--- src/rtl/spi_adc_reader.sv ---
// SPI master that reads fixed-length frames from a serial ADC and extracts a data field.
// Supports single-shot and continuous conversion with a start/busy/valid handshake.
module spi_adc_reader #(
  parameter int CLKS_PER_HALF_BIT = 5,
  parameter int CPOL              = 1,
  parameter int CPHA              = 1,
  parameter int FRAME_BITS        = 16,
  parameter int DATA_MSB          = 12,
  parameter int DATA_LSB          = 5,
  parameter int CS_SETUP_CLKS     = 1,
  parameter int QUIET_CLKS        = 7
) (
  input  logic                         i_Clk,
  input  logic                         i_Rst,
  input  logic                         i_Start,
  input  logic                         i_Continuous,
  output logic                         o_Busy,
  output logic [DATA_MSB-DATA_LSB:0]   o_Data,
  output logic [FRAME_BITS-1:0]        o_Frame,
  output logic                         o_Data_Valid,
  output logic                         o_SPI_Clk,
  output logic                         o_SPI_CS_n,
  output logic                         o_SPI_MOSI,
  input  logic                         i_SPI_MISO,
  output logic [1:0]                   o_State
);

  // Handshake: i_Start is a one-cycle request; o_Busy is high from the cycle after an
  // accepted request until IDLE is re-entered; o_Data_Valid pulses once per completed
  // frame, on the first cycle CS_n is high again, and o_Data/o_Frame hold until the next.

  typedef enum logic [1:0] {
    IDLE  = 2'd0,
    SETUP = 2'd1,
    SHIFT = 2'd2,
    QUIET = 2'd3
  } state_t;

  localparam logic [15:0] HALF_LAST  = 16'(CLKS_PER_HALF_BIT - 1);
  localparam logic [15:0] SETUP_LAST = 16'(CS_SETUP_CLKS - 1);
  localparam logic [15:0] QUIET_LAST = 16'(QUIET_CLKS - 1);
  localparam logic [7:0]  EDGES_ALL  = 8'(2 * FRAME_BITS);

  state_t                  state, state_nxt;
  logic [15:0]             cnt;
  logic [7:0]              edges;
  logic                    pending;
  logic                    sclk;
  logic [FRAME_BITS-1:0]   shift_q;
  logic                    toggle;
  logic                    sample;
  logic                    done;
  logic                    enter_setup;

  always_ff @(posedge i_Clk) begin
    if (i_Rst) state <= IDLE;
    else       state <= state_nxt;
  end

  always_comb begin
    state_nxt   = state;
    toggle      = 1'b0;
    done        = 1'b0;
    case (state)
      IDLE:  if (i_Start || i_Continuous || pending) state_nxt = SETUP;
      SETUP: if (cnt == SETUP_LAST) state_nxt = SHIFT;
      SHIFT: begin
        if (cnt == HALF_LAST) begin
          if (edges == EDGES_ALL) begin
            state_nxt = QUIET;
            done      = 1'b1;
          end else begin
            toggle = 1'b1;
          end
        end
      end
      QUIET: if (cnt == QUIET_LAST) state_nxt = (i_Continuous || pending) ? SETUP : IDLE;
      default: state_nxt = IDLE;
    endcase
    enter_setup = (state_nxt == SETUP) && (state != SETUP);
    // edges counts toggles already made, so an even count means the next one is leading.
    sample      = toggle && ((CPHA != 0) ? edges[0] : ~edges[0]);
  end

  always_ff @(posedge i_Clk) begin
    if (i_Rst) begin
      cnt          <= '0;
      edges        <= '0;
      pending      <= 1'b0;
      sclk         <= 1'(CPOL);
      shift_q      <= '0;
      o_Frame      <= '0;
      o_Data       <= '0;
      o_Data_Valid <= 1'b0;
    end else begin
      o_Data_Valid <= done;
      if (state_nxt != state || state == IDLE || toggle) cnt <= '0;
      else                                               cnt <= cnt + 16'd1;
      if (state != SHIFT) edges <= '0;
      else if (toggle)    edges <= edges + 8'd1;
      if (toggle) sclk <= ~sclk;
      if (sample) shift_q <= {shift_q[FRAME_BITS-2:0], i_SPI_MISO};
      if (done) begin
        o_Frame <= shift_q;
        o_Data  <= shift_q[DATA_MSB:DATA_LSB];
      end
      if (enter_setup)                    pending <= 1'b0;
      else if (i_Start && state != IDLE)  pending <= 1'b1;
    end
  end

  assign o_Busy     = (state != IDLE);
  assign o_SPI_CS_n = ~((state == SETUP) || (state == SHIFT));
  assign o_SPI_Clk  = sclk;
  assign o_SPI_MOSI = 1'b0;
  assign o_State    = state;

endmodule

--- config.mk ---
export PLATFORM = sky130hd
export DESIGN_NAME = spi_adc_reader
export DESIGN_NICKNAME = d
export VERILOG_FILES = /design/src/rtl/spi_adc_reader.sv
export SDC_FILE = /design/constraint.sdc
export NUM_CORES = 1
export LEC_CHECK = 0
export CAP_MARGIN = 5
export CORE_MARGIN = 1.5
export CORE_UTILIZATION = 49
export DETAILED_ROUTE_END_ITERATION = 10
export GPL_ROUTABILITY_DRIVEN = 0
export GPL_TIMING_DRIVEN = 0
export PLACE_DENSITY = 0.73
export SYNTH_ARGS = -nofsm -noshare
export SYNTH_HDL_FRONTEND = slang
export SYNTH_SLANG_ARGS = --single-unit
--- constraint.sdc ---
create_clock -name i_Clk -period 3.2 [get_ports i_Clk]
set_input_delay 0.48 -clock i_Clk [delete_from_list [all_inputs] [get_ports i_Clk]]
set_output_delay 0.48 -clock i_Clk [all_outputs]
set_load 0.01 [all_outputs]
==> flow_summary_export.csv <==
group,metric,value,unit
status,status,"finished, final reports clean",
cells_and_area,seqCellArea,1220,µm²
timing,rsz0062_at_grt,"false",
cells_and_area,fillers,525,
logic_synthesis,synth.avg_cell_area,9.23,µm²
die,rows,28,
cells_and_area,antenna_cells,0,
setup_path,critPathBufInv,4,
logic_synthesis,synth_cell_types,48,
setup_path,setup.worst_path.end_class,"primary output",
cells_and_area,multi_input_area,1540,µm²
setup_path,path_delay_family,"buffers and inverters",
route,drc,0,
logic_synthesis,ys_seq_elements,61,
die,die_w,81.0,µm
route,wl_met3,258,µm
timing,period_needed,2600,ps
timing,setup_violations,0,
run,maxCapViolations,0,
logic_synthesis,synth_nets,337,
route,drt_pass1_iterations,4,
route,wirelength,5.80,mm
setup_path,cp_max_fo,10,
global_routing,grt_max_degree,13,
die,die_h,81.0,µm
timing,skew,9.88,ps
timing,fin_setup_tns,0,ps
clock_tree,root_buffer,"clkbuf_8",
setup_path,max_stage_delay,560,ps
logic_synthesis,synth_top_cell_by_area,"dfxtp_1",
power_and_ir_drop,ir_worst_vdd,0.586,mV
setup_path,cp_data_required_time,2720,ps
clock_tree,htreeDepth,3,
route,drt_iter0_markers,101,
die,start_util,50.7,%
route,wl_per_cell,13.0,µm
logic_synthesis,synth_top_area_share,40.9,%
power_and_ir_drop,power_density,576,nW/µm²
clock_tree,postCtsResizedCells,0,
clock_tree,clk_latency,350,ps
die,core-area,5890,µm²
clock_tree,hold_buffers,0,
logic_synthesis,synth_flop_cell,"dfxtp_1",
timing,timing.fmax,385,MHz
clock_tree,clock_sinks,61,
logic_synthesis,synth_edf_count,0,
clock_tree,cts_tree,"done",
cells_and_area,syn_to_final_growth,20.4,%
timing,hold_viol,0,
route,routed.top_layer,"met4",
hold_path,hold_class,"flop to flop",
cells_and_area,mostFrequentLayoutCell,"dfxtp_1",
die,io_pins,36,
cells_and_area,drive_gt1_share,15.5,%
logic_synthesis,async_flop_share,0,%
setup_path,path_common_cell,"inv_1",
setup_path,arrival,2120,ps
placed_design,dp.cells,432,
timing,drv_slew,0,
clock_tree,clk_pin_slew_worst_paths,70,ps
power_and_ir_drop,total_leakage_power,1.31,nW
clock_tree,cts_setup_buffers,0,
cells_and_area,fin_util,61.0,%
route,antenna_left,0,
cells_and_area,final_cell_mix,"61 x dfxtp_1, 44 x nand2_1, 34 x clkdlybuf4s50_1",
global_routing,antenna_found_initial,0,
logic_synthesis,ys_top_cells_by_area,"dfxtp_1 41%, mux2i_1 5.7%, nand2_1 5.5%",
global_routing,grt.total_usage,20.1,%
setup_path,critical-path-slowest-cell,"clkdlybuf4s50_1",
global_routing,grt_pass1_vias,2220,
timing,max_slew.worst_pin.slew,501,ps
timing,final.period_utilization,81.2,%
power_and_ir_drop,power,0.00207,W
setup_path,path_class,"flop to primary output",
setup_path,path_cells,"inv_1 -> ha_1 -> clkbuf_1 -> inv_1 -> clkdlybuf4s50_1",
placed_design,place.port_buffers,34,
cells_and_area,fin_nets,382,
global_routing,grt_pass1_wl,9.98,mm
logic_synthesis,yosysSeqAreaShare,40.9,%
clock_tree,cts_buffer_depth,2,
route,avgViaCountPerCell,5.39,
clock_tree,numCtsBuffers,9,
global_routing,grt_overflow,0,
route,wl_met2,2.64,mm
die,die_area,6560,µm²
cells_and_area,finalNonFillerCells,448,
timing,slew_headroom,66.6,%
placed_design,dp_hpwl,4.17,mm
route,met1_length,2.80,mm
logic_synthesis,syn-cell-area,2980,µm²
logic_synthesis,postSynthCellCount,323,
route,routed-via-count,2413,
setup_path,start_kind,"flop",
logic_synthesis,yosysWarnings,0,
-- sequential cells by signal (all words and copies together) (netlist names) --
register      flops
cnt              16
edges             8
o_Data            7
o_Data_Valid      1
o_Frame           9
o_SPI_Clk         1
o_State           2
pending           1
shift_q          16
-- layer usage --
metal / vias up / GRT usage (%)
met3: 11 / 6.97
met5: - / 0
met1: 1155 / 26.5
li1: 1205 / -
met4: 0 / 7.41
met2: 42 / 30.3
-- area by class of cell --
type | count | area share [%]
timing repair buffer | 34 | 9.47
buffer | 26 | 4.91
tap | 75 | 2.61
sequential | 61 | 34.0
inverter | 13 | 1.36
clock inverter | 7 | 1.43
clock buffer | 9 | 3.45
multi-input combinational | 223 | 42.8
-- tightest hold or removal path: stages (launching register included) --
cell	delay [ps]
dfxtp_1	310
nand2_1	50
a21oi_1	50
-- cells in the mapped netlist, drive strengths merged (3+ instances only) --
cell	number
nand2	44
and3	3
clkbuf	6
or3	3
mux2i	18
nand4	9
inv	13
buf	20
o21ai	3
xnor2	13
nand3	8
nor4	23
nor3	6
dfxtp	61
xor2	7
nor2	30
ha	9
a21oi	23
-- power by group --
group          total (W)  internal [W]  leakage [nW]  switching (W)
sequential      0.000824      0.000783         0.492      0.0000407
clock           0.000612      0.000282        0.0856       0.000330
combinational   0.000633      0.000248         0.733       0.000385
-- through the flow --
step,hold WS (ps),worst slack [ps],area [µm²]
after floorplan,436,1020,2980
after global placement,440,854,3420
after detailed placement,445,845,3420
after CTS,454,598,3590
after global routing,478,467,3590
final,454,602,3590
-- cells by family (layout without fill, tap and decap cells) --
| kind of cell | count (synthesis) | in the layout | share of synthesized area (%) |
|---|---|---|---|
| AND/OR/NAND/NOR | 136 | 136 | 27.3 |
| flip-flops | 61 | 61 | 40.9 |
| AO/OA/AOI/OAI | 39 | 39 | 8.01 |
| buffers and inverters | 39 | 89 | 7.55 |
| XOR/XNOR | 20 | 20 | 5.87 |
| multiplexers | 18 | 18 | 6.46 |
| adder cells (fa/ha/maj) | 9 | 9 | 3.78 |
| other | 1 | 1 | 0.126 |
-- path summary, 6_finish.rpt --
| check | startpoint | to | slack (ps) | cells past startpoint |
|---|---|---|---|---|
| worst max register to register | o_State[1]$_SDFF_PP0_ | cnt[9]$_SDFF_PP0_ | 810 | 8 |
| worst min register to register | o_Frame[15]$_SDFFE_PP0P_ | o_Frame[15]$_SDFFE_PP0P_ | 450 | 2 |
| worst min-delay path | o_Frame[15]$_SDFFE_PP0P_ | o_Frame[15]$_SDFFE_PP0P_ | 450 | 2 |
| worst max-delay path | o_State[1]$_SDFF_PP0_ | o_Busy | 600 | 5 |
No activity file was read; power rests on OpenSTA's default activity.
==> patch 1: new RTL, same settings <==
Set the parameter `FRAME_BITS` to 14 (it was 16).
--- a/src/rtl/spi_adc_reader.sv
+++ b/src/rtl/spi_adc_reader.sv
@@ -4,7 +4,7 @@
   parameter int CLKS_PER_HALF_BIT = 5,
   parameter int CPOL              = 1,
   parameter int CPHA              = 1,
-  parameter int FRAME_BITS        = 16,
+  parameter int FRAME_BITS        = 14,
   parameter int DATA_MSB          = 12,
   parameter int DATA_LSB          = 5,
   parameter int CS_SETUP_CLKS     = 1,
Interface: changed (resized o_Frame); port bits go from 36 to 34. No check against the original RTL was run, so the function may have changed too.
==> patch 1 against the unedited design <==
  * Global-route usage is 0.68 points higher
  * Cell area is 5.8% lower
  * Synthesized area fell by 7.6%
  * Clock skew rose by 0.0022 ns
  * Sequential cell count shrank 4
  * Sequential share of layout area fell by 0.28 points
  * Wire length increased by 3.0%
  * Via count decreased by 2.6%
  * Register-to-register slack worse by 0.32 ns
  * Worst hold slack worse by 0.00085 ns
  * Worst setup slack worse by 0.11 ns
  * Critical path type is now register to register
  * Highest routed layer unchanged
Power is not compared: it rests on default switching activity, and its combinational part moved more than twofold at a synthesized area within 25%.
==> patch 1: results (changes against the unedited design) <==
Global routing
  – Met2 demand-to-capacity share in global routing: 34.3% (+4.0 points)
  – Via count of the first global-routing pass: 2153 (-3.0%)
  – Met1 track demand over resource in global routing: 24.8% (-1.7 points)
  – Met3 Resource Use GR: 5.41% (-1.6 points)

STA
  – Slew HR: 61.4% (-5.2 points)
  – Worst Clk Skew: 0.0120 ns (+0.00216 ns)

Logic synthesis
  – Compound-Gate Fraction of Synth Area: 8.17% (+0.16 points)
  – Cell variety after synth: 45 (-6.3%)
  – Top cells by instance count after synthesis: 57 x sky130_fd_sc_hd__dfxtp_1, 43 x sky130_fd_sc_hd__nand2_1, 24 x sky130_fd_sc_hd__nor2_1
  – Mean cell area of the mapped netlist: 8.83 µm² (-4.3%)
  – Xor and xnor area share after synthesis: 5.08% (-0.79 points)
  – Adder-cell area share of the yosys netlist: 4.09% (+0.31 points)
  – Sequential cell area fraction in the yosys report: 41.4% (+0.46 points)

Detailed routing
  – Overall via count from detail_route: 2350 (-2.6%)
  – Final wirelength: 5980 µm (+3.0%)
  – Met2 WL: 2860 µm (+8.3%)
  – Routed via count divided by cell count: 5.45 (+1.2%)
  – First DRT Iteration DRCs: 98 (-3.0%)
  – Met3 routed WL: 214 µm (-17%)

Run status
  – Outcome: complete, no violations

Final layout
  – Proportion of final cell area spent on non-clock buffers: 14.0% (-0.41 points)
  – Multi-input gate area in the final layout: 1410 µm² (-8.1%)
  – Logic inverters: 11 (-2)
  – FF+latch count: 57 (-6.6%)
  – Non-clk bufs: 55 (-8.3%)
  – Layout cell share with drive strength beyond 1: 12.0% (-3.6 points)
  – Regs by FF count: cnt x16, shift_q x14, edges x8

Setup path
  – Delay contributed by the slowest stage of the critical path: 0.54 ns (-0.02 ns)
  – Worst Path Arrival: 2.96 ns (+0.84 ns)
  – CP delay by family, top: simple AND/OR/NAND/NOR gates
[patch 1: where the power goes]
group          switching, µW  internal [µW]  leakage [µW]
clock                    326            446      0.000114
sequential              14.0            716      0.000459
combinational           87.8           59.9      0.000765
[patch 1: metrics by stage]
| stage | hold slack (ns) | area [µm²] | total power (µW) |
|---|---|---|---|
| 2_1_floorplan | 0.436 | 2760 | 838 |
| 3_3_place_gp | 0.443 | 3160 | 890 |
| 3_5_place_dp | 0.444 | 3160 | 892 |
| 4_1_cts | 0.454 | 3380 | 1660 |
| 5_1_grt | 0.470 | 3380 | 1710 |
| 6_report | 0.453 | 3380 | 1650 |
[patch 1: final timing paths]
path | end | slack [ns] | start
worst min-delay path | o_Frame[1] | 0.45 | o_Frame[1]
worst max register to register | cnt[4] | 0.49 | o_State[0]
worst min register to register | o_Frame[1] | 0.45 | o_Frame[1]
worst max-delay path | cnt[4] | 0.49 | o_State[0]
==> patch 2: new RTL, same flow settings <==
Made on the original files. Make the reset (`i_Rst`) asynchronous in 2 clocked blocks.
--- a/src/rtl/spi_adc_reader.sv
+++ b/src/rtl/spi_adc_reader.sv
@@ -52,7 +52,7 @@
   logic                    done;
   logic                    enter_setup;
 
-  always_ff @(posedge i_Clk) begin
+  always_ff @(posedge i_Clk or posedge i_Rst) begin
     if (i_Rst) state <= IDLE;
     else       state <= state_nxt;
   end
@@ -82,7 +82,7 @@
     sample      = toggle && ((CPHA != 0) ? edges[0] : ~edges[0]);
   end
 
-  always_ff @(posedge i_Clk) begin
+  always_ff @(posedge i_Clk or posedge i_Rst) begin
     if (i_Rst) begin
       cnt          <= '0;
       edges        <= '0;
Check against the original RTL: differs if i_Rst is asserted again (counterexample within 4 cycles, from zero or initial values and one cycle with i_Rst high); with i_Rst held inactive, the same outputs for 10 cycles.
==> patch 2 against the unedited design <==
  * Die area grew 3.8%
  * Wire length is 2.8% lower
  * Critical path type is now register to register
  * Non-clock buffer count fell by 5
  * Synthesized area up 4.0%
  * Cell area rose by 5.6%
  * Worst setup slack worse by 0.060 ns
  * Global-route usage shrank 1.0 points
  * Power is 13% higher
  * Sequential cell count is the same
  * Largest power group unchanged
==> patch 2: results (changes against the unedited design) <==
Run status
  – Outcome: complete, no violations

STA
  – Transition time at the pin with the least slew margin: 0.629 ns (+0.127 ns)
  – Hold WS: 0.451 ns (-0.00236 ns)
  – Worst Clk Skew: 0.00826 ns (-0.00162 ns)

Detailed routing
  – Overall via count from detail_route: 2178 (-9.7%)
  – Wire length per cell after detailed routing: 14.4 µm (+11%)
  – First DRT Iteration DRCs: 77 (-24%)
  – Routed via count divided by cell count: 5.56 (+3.2%)
  – Met2 WL: 2670 µm (+0.95%)
  – Met3 routed WL: 283 µm (+9.7%)

Power
  – Design internal power: 1570 µW (+20%)
  – Total leakage power: 0.00172 µW (+31%)

Global routing
  – Met1 track demand over resource in global routing: 24.1% (-2.4 points)
  – Wire length of the first global-routing pass: 9710 µm (-2.7%)
  – Via count of the first global-routing pass: 2071 (-6.7%)
  – Pin count of the biggest net entering global routing: 44 (+31)

Setup path
  – Worst Path Arrival: 2.87 ns (+0.75 ns)
  – Launch point of the worst reg-to-reg path: cnt[0]
  – Delay contributed by the slowest stage of the critical path: 0.50 ns (-0.06 ns)
  – Worst r2r dst: cnt[6]
  – Setup slack of the most critical reg-to-reg path: 0.54 ns (-0.27 ns)

Logic synthesis
  – Asr flop ratio synth: 100% (+100 points)
  – Top cells by instance count after synthesis: 60 x sky130_fd_sc_hd__dfrtp_1, 22 x sky130_fd_sc_hd__mux2_2, 16 x sky130_fd_sc_hd__nor3_1
  – Sequential cell area fraction in the yosys report: 49.3% (+8.3 points)
  – Most common flop cell mapped by yosys: sky130_fd_sc_hd__dfrtp_1
  – Cell variety after synth: 46 (-4.2%)
  – Synthesized netlist net count: 280 (-17%)

Placement
  – Dpl cells: 376 (-13%)
  – Half-perimeter wire length after detailed placement: 4020 µm (-3.4%)
  – Post-detailed-placement cell area: 3560 µm² (+4.1%)
  – Placement-stage worst setup slack: 0.587 ns (-0.258 ns)

Final layout
  – Final net count: 326 (-15%)

Min path
  – Hold crit path type: primary input to async pin
==> patch 2: cell count changes after synthesis, moves of 10 or more <==
cell / before / now
sky130_fd_sc_hd__dfxtp_1: 61 / 0
sky130_fd_sc_hd__dfrtp_1: 0 / 60
sky130_fd_sc_hd__nand2_1: 44 / 12
sky130_fd_sc_hd__nor2_1: 30 / 2
sky130_fd_sc_hd__mux2_2: 0 / 22
sky130_fd_sc_hd__a21oi_1: 23 / 6
sky130_fd_sc_hd__mux2i_1: 17 / 3
sky130_fd_sc_hd__nor3_1: 4 / 16
sky130_fd_sc_hd__mux2_4: 0 / 10
sky130_fd_sc_hd__nor4_2: 10 / 0
==> patch 2: worst max path at each step <==
stage	from	slack [ns]	to
floorplan	edges[4]	0.86	shift_q[0]
detailed placement	cnt[0]	0.59	cnt[8]
global route	cnt[0]	0.40	cnt[6]
global placement	i_Rst	0.15	o_State[1]
CTS	cnt[0]	0.57	cnt[8]
finish	cnt[0]	0.54	cnt[6]
==> patch 2: logic make-up after synthesis <==
family	after synthesis	synth area share, %
AND/OR/NAND/NOR	89	17.9
buffers and inverters	30	5.32
other	1	0.121
XOR/XNOR	19	5.37
adder cells (fa/ha/maj)	9	3.63
AO/OA/AOI/OAI	22	4.64
flip-flops	61	49.3
multiplexers	35	13.8
==> patch 2: area by class of cell <==
class | count | area (µm²)
repair buffers | 35 | 360
inverters | 10 | 37.5
plain buffers | 20 | 128
clock inverters | 6 | 111
well taps | 75 | 93.8
flip-flops and latches | 61 | 1530
multi-input cells | 175 | 1410
clock buffers | 10 | 128
fillers | 476 | 2230
==> patch 2: critical path, delay by kind of cell (launching register included) <==
family	cells	cell delay, ns
AO/OA/AOI/OAI	2	0.52
adder cells (fa/ha/maj)	1	0.15
buffers and inverters	2	0.42
flip-flops	1	0.44
AND/OR/NAND/NOR	3	1.01
